[config.mk]
export PLATFORM = sky130hd
export DESIGN_NAME = psram_port_arbiter
export DESIGN_NICKNAME = d
export VERILOG_FILES = /design/src/rtl/psram_port_arbiter.sv
export SDC_FILE = /design/constraint.sdc
export NUM_CORES = 1
export LEC_CHECK = 0
export CAP_MARGIN = 30
export CORE_MARGIN = 4
export CORE_UTILIZATION = 30
export DETAILED_ROUTE_END_ITERATION = 10
export PLACE_DENSITY = 0.68
export SLEW_MARGIN = 10
export SYNTH_ARGS = -nofsm -noshare
export SYNTH_HDL_FRONTEND = slang
export SYNTH_SLANG_ARGS = --single-unit
[constraint.sdc]
create_clock -name clk -period 3 [get_ports clk]
set_clock_uncertainty 0.2 [all_clocks]
set_input_delay 0.45 -clock clk [delete_from_list [all_inputs] [get_ports clk]]
set_output_delay 0.45 -clock clk [all_outputs]
set_load 0.01 [all_outputs]
[src/rtl/psram_port_arbiter.sv]
// Two-port arbiter in front of the byte-wide PSRAM wrapper: cart fetch path (A, read-only,
// high priority) and loader/debug path (B, read/write) with a starvation guard and timeout.
module psram_port_arbiter #(
    parameter int MAX_A_STREAK = 8,
    parameter int TIMEOUT      = 64
) (
    input  logic        clk,
    input  logic        reset_n,
    input  logic        a_req,
    input  logic [21:0] a_addr,
    output logic [7:0]  a_rdata,
    output logic        a_done,
    input  logic        b_req,
    input  logic        b_write,
    input  logic [21:0] b_addr,
    input  logic [7:0]  b_wdata,
    output logic [7:0]  b_rdata,
    output logic        b_done,
    output logic        timeout_err,
    output logic        mem_cmd_valid,
    output logic        mem_cmd_write,
    output logic [21:0] mem_cmd_addr,
    output logic [7:0]  mem_write_data,
    input  logic [7:0]  mem_read_data,
    input  logic        mem_data_ready,
    input  logic        mem_busy
);
    // state | meaning
    // IDLE  | waiting for a request while the wrapper is not busy
    // ISSUE | command strobe to the wrapper (one cycle)
    // WAIT  | waiting for mem_data_ready or timer expiry
    // DONE  | completion pulse to the owner; requests not sampled
    typedef enum logic [1:0] {IDLE, ISSUE, WAIT, DONE} state_t;

    localparam logic [7:0] STREAK_MAX = 8'(MAX_A_STREAK);
    localparam logic [9:0] TMR_LOAD   = 10'(TIMEOUT);

    state_t      state;
    logic        owner_b;
    logic [7:0]  streak;
    logic [9:0]  tmr;
    logic        grant_b;

    assign grant_b = b_req && ((streak == STREAK_MAX) || !a_req);

    always_ff @(posedge clk or negedge reset_n) begin
        if (!reset_n) begin
            state          <= IDLE;
            owner_b        <= 1'b0;
            streak         <= 8'd0;
            tmr            <= 10'd0;
            a_rdata        <= 8'd0;
            a_done         <= 1'b0;
            b_rdata        <= 8'd0;
            b_done         <= 1'b0;
            timeout_err    <= 1'b0;
            mem_cmd_valid  <= 1'b0;
            mem_cmd_write  <= 1'b0;
            mem_cmd_addr   <= 22'd0;
            mem_write_data <= 8'd0;
        end else begin
            case (state)
                IDLE: begin
                    if ((a_req || b_req) && !mem_busy) begin
                        if (grant_b) begin
                            owner_b        <= 1'b1;
                            mem_cmd_write  <= b_write;
                            mem_cmd_addr   <= b_addr;
                            mem_write_data <= b_wdata;
                            streak         <= 8'd0;
                        end else begin
                            owner_b        <= 1'b0;
                            mem_cmd_write  <= 1'b0;
                            mem_cmd_addr   <= a_addr;
                            mem_write_data <= 8'd0;
                            if (!b_req)
                                streak <= 8'd0;
                            else if (streak != STREAK_MAX)
                                streak <= streak + 8'd1;
                        end
                        mem_cmd_valid <= 1'b1;
                        state         <= ISSUE;
                    end
                end
                ISSUE: begin
                    mem_cmd_valid <= 1'b0;
                    tmr           <= TMR_LOAD;
                    state         <= WAIT;
                end
                WAIT: begin
                    if (mem_data_ready) begin
                        if (!mem_cmd_write) begin
                            if (owner_b) b_rdata <= mem_read_data;
                            else         a_rdata <= mem_read_data;
                        end
                        a_done <= !owner_b;
                        b_done <= owner_b;
                        state  <= DONE;
                    end else if (tmr == 10'd0) begin
                        // Abort: reads return all-ones so the requester sees an obvious bad byte
                        timeout_err <= 1'b1;
                        if (!mem_cmd_write) begin
                            if (owner_b) b_rdata <= 8'hFF;
                            else         a_rdata <= 8'hFF;
                        end
                        a_done <= !owner_b;
                        b_done <= owner_b;
                        state  <= DONE;
                    end else begin
                        tmr <= tmr - 10'd1;
                    end
                end
                DONE: begin
                    a_done <= 1'b0;
                    b_done <= 1'b0;
                    state  <= IDLE;
                end
                default: state <= IDLE;
            endcase
        end
    end
endmodule

==> reports/metrics.sh <==
ROUTED_VIA_DENSITY=4.96
SYNTH_ASYNC_SR_FLOP_SHARE_PCT=100
CP_DATA_REQUIRED_TIME_PS=3080
YOSYS-TOP-CELLS-AREA='sky130_fd_sc_hd__dfrtp_1 54%, sky130_fd_sc_hd__a21oi_1 7.2%, sky130_fd_sc_hd__nand2_1 6.7%, sky130_fd_sc_hd__o22a_1 4.4%, sky130_fd_sc_hd__nor2_1 3.8%'
P_LEAK_nW=2.07
ENDPOINT_KIND='flop'
WORST_SETUP_HOLD_PATH_CLK_SLEW_PS=80
TRITONCTS_NUM_SINKS=72
CRITPATHTOPFAMILY='simple AND/OR/NAND/NOR gates'
STARTING_DENSITY_OF_THE_CORE_PCT=30.8
GRT_REMAINING_OVERFLOW=0
POST-SYNTH-TOP-AREA-FRACTION_PCT=53.7
SETUP-TNS-FINAL_PS=0
POWER.IR.VDD_WORST_mV=0.409
SYNTHDOMINANTAREACELLTYPE='sky130_fd_sc_hd__dfrtp_1'
ANTENNA-DIODE-COUNT=0
MAX_FREQ_GHz=0.444
GP_ROUTABILITY_CONGESTION=0.812
VIA_COUNT=3048
CTSLONGESTPATHBUFFERS=2
HP-CLASS='flop to flop'
CLKLATENCYLATEPIN_PS=340
FINAL_LAYOUT_SIZE_SUFFIX_GT1_SHARE_PCT=7.16
DRTITER0DRC=146
GR-USAGE-ALL-LAYERS_PCT=14.3
ROOT_BUFFER='sky130_fd_sc_hd__clkbuf_8'
YOSYSSEQAREASHARE_PCT=53.7
ANTENNA_VIOLATING_NETS_POST_ROUTE=0
NUM_IO_PINS=118
FINAL_HOLD_VIOL_COUNT=0
SYN_NETS=424
FP.COREAREA_UM2=10900
UNREPAIRED_SETUP_ENDPOINTS_AFTER_GLOBAL_ROUTING='false'
GRT_MAX_DEGREE=73
CTS_HTREE_LEVELS=3
SYNTH_AREA_UM2=3350
AREA_GROWTH_PCT=47.4
POST_SYNTH.CELL_AREA_AVG_UM2=9.58
HOLDBUFCOUNTCTS=0
DIE_OUTLINE_AREA_UM2=12900
MAXCAPVIOLATIONS=0
WORSTPATHMAXFANOUT=10
REGAREA_UM2=1800
DETAIL_ROUTE.WL_PER_CELL_UM=14.8
FINAL_NET_COUNT=544
FINALWIRELENGTH_UM=9110
CRIT_SLOWEST_CELL='sky130_fd_sc_hd__dfrtp_1'
SYNTH_TOP_FLOP_CELL='sky130_fd_sc_hd__dfrtp_1'
SYNTH-EDFF-COUNT=0
ROUTER_ITERATIONS_BEFORE_ANTENNA_REPAIR=5
CRIT_PATH_MAX_INCR_DELAY_PS=420
TIGHTESTPINTRANSITION_PS=686
SYNTH-SEQ-CELLS=72
CP_DATA_ARRIVAL_TIME_PS=2330
DIE_H_UM=114
CHIPWIDTH_UM=114
TIMING.FINAL.CRIT_PERIOD_PS=2250
CTS_BUFFERS=9
CTS.REPAIR.RESIZED=0
SETUP_VIOL=0
PORTBUFFERS=117
WORST_SLEW_MARGIN_REL_PCT=53.9
MULTI_INPUT_COMB_AREA_UM2=1460
WORSTPATHCELLLIST='inv_1 -> ha_1 -> nor2b_1 -> nand3_1 -> o21ai_2 -> o22a_1'
SLEW_VIOLATIONS=0
CTS_TREE='done'
WORSTSETUPSTARTPOINTTYPE='flop'
HPWLAFTERDP_UM=6520
POST_CTS_SETUP_REPAIR_BUFS=0
FINAL.FILL_COUNT=1039
DRC_ERRORS=0
SYNTH_CELLS=350
GRT_FIRST_PASS_WIRELENGTH_UM=15000
OUTCOME='complete, no violations'
INITIAL_ANTENNA_VIOLATION_COUNT=0
SETUP.WORST_PATH.CLASS='flop to flop'
POWER.DENSITY_CELL_AREA_nW_PER_UM2=920
STD_CELL_ROWS=38
PERIOD_SHARE_PCT=75.1
SYNTH.LIB_CELLS_USED.DISTINCT=50
POSTLAYOUTCOREUTIL_PCT=45.4
GRT_PASS1_VIAS=3084
FINAL.HOLD.WORST_SLACK_PS=263
CRITPATHBUFINV=1
SYNTH.YOSYS.WARNINGS=0
## metrics by stage
step	area (µm²)	std cells	worst slack [ps]	total power (W)
finish	4940	615	746	0.00455
global route	4940	615	540	0.00489
CTS	4910	613	719	0.00460
detailed placement	4680	597	428	0.00370
global placement	4680	597	541	0.00364
floorplan	3350	350	937	0.00267
## Yosys cell counts (3+ instances only)
| library cell | number |
|---|---|
| sky130_fd_sc_hd__o22a_1 | 17 |
| sky130_fd_sc_hd__dfrtp_1 | 72 |
| sky130_fd_sc_hd__clkbuf_1 | 11 |
| sky130_fd_sc_hd__inv_1 | 9 |
| sky130_fd_sc_hd__nand2_1 | 60 |
| sky130_fd_sc_hd__ha_1 | 7 |
| sky130_fd_sc_hd__o211ai_1 | 4 |
| sky130_fd_sc_hd__nand3_1 | 17 |
| sky130_fd_sc_hd__buf_2 | 3 |
| sky130_fd_sc_hd__nand2b_1 | 5 |
| sky130_fd_sc_hd__a21oi_1 | 48 |
| sky130_fd_sc_hd__nor2b_1 | 3 |
| sky130_fd_sc_hd__mux2i_1 | 3 |
| sky130_fd_sc_hd__nor2_1 | 34 |
| sky130_fd_sc_hd__o21ai_0 | 7 |
## logic make-up after synthesis
group / count (synthesis) / synth area share (%)
flops: 72 / 53.7
mux: 4 / 1.23
compound gates: 94 / 18.0
xor+xnor: 4 / 1.04
buf+inv: 25 / 3.06
simple gates: 144 / 20.3
fa+ha+maj: 7 / 2.61
## power breakdown
group	switching [W]	total (W)	leakage (nW)	internal (W)
clock	0.000399	0.000876	0.110	0.000477
sequential	0.000290	0.00166	0.863	0.00137
combinational	0.000956	0.00201	1.10	0.00105
total	0.00164	0.00455	2.07	0.00290
## area by class of cell
type,count,share of cell area [%]
multi-input combinational,253,29.5
timing repair buffer,125,25.3
sequential,72,36.4
clock inverter,7,2.07
inverter,9,0.683
clock buffer,9,2.51
tap,140,3.54
## per-layer routing
| layer | GRT usage (%) | vias to the layer above | share of wire [%] |
|---|---|---|---|
| met2 | 22.5 | 106 | 46 |
| met3 | 7.43 | 6 | 11 |
| met1 | 17.4 | 1470 | 43 |
| li1 | - | 1466 | - |
| met4 | 3.61 | 0 | 0.81 |
| met5 | 0 | - | 0 |
## registers in the layout, summed over array words and instances, names as in the netlist
name            flops
a_done              1
owner_b             1
mem_cmd_addr       22
tmr                10
mem_cmd_write       1
streak              8
state               2
b_done              1
timeout_err         1
mem_cmd_valid       1
b_rdata             8
mem_write_data      8
a_rdata             8
## placed cells by master (no fill, tap or decap), types with 3 or more instances in the layout
cell and count:
sky130_fd_sc_hd__buf_4 7, sky130_fd_sc_hd__mux2i_1 3, sky130_fd_sc_hd__nand2_1 60, sky130_fd_sc_hd__o22a_1 17, sky130_fd_sc_hd__ha_1 7, sky130_fd_sc_hd__o211ai_1 4
sky130_fd_sc_hd__nor2b_1 3, sky130_fd_sc_hd__clkbuf_8 9, sky130_fd_sc_hd__clkdlybuf4s50_1 116, sky130_fd_sc_hd__nand2b_1 5, sky130_fd_sc_hd__inv_1 9, sky130_fd_sc_hd__o21ai_0 7
sky130_fd_sc_hd__nand3_1 17, sky130_fd_sc_hd__dfrtp_1 72, sky130_fd_sc_hd__a21oi_1 48, sky130_fd_sc_hd__nor2_1 34
## path summary, 6_finish.rpt
check                      slack, ps   startpoint  cells past startpoint          end
max                              750     state[0]                      6   b_rdata[0]
max in group asynchronous       1770      reset_n                      3    streak[0]
min reg2reg                      260  timeout_err                      1  timeout_err
max reg2reg                      750     state[0]                      6   b_rdata[0]
min in group asynchronous        280      reset_n                      2       tmr[3]
min                              260  timeout_err                      1  timeout_err
Power figures use the tool's default switching activity.
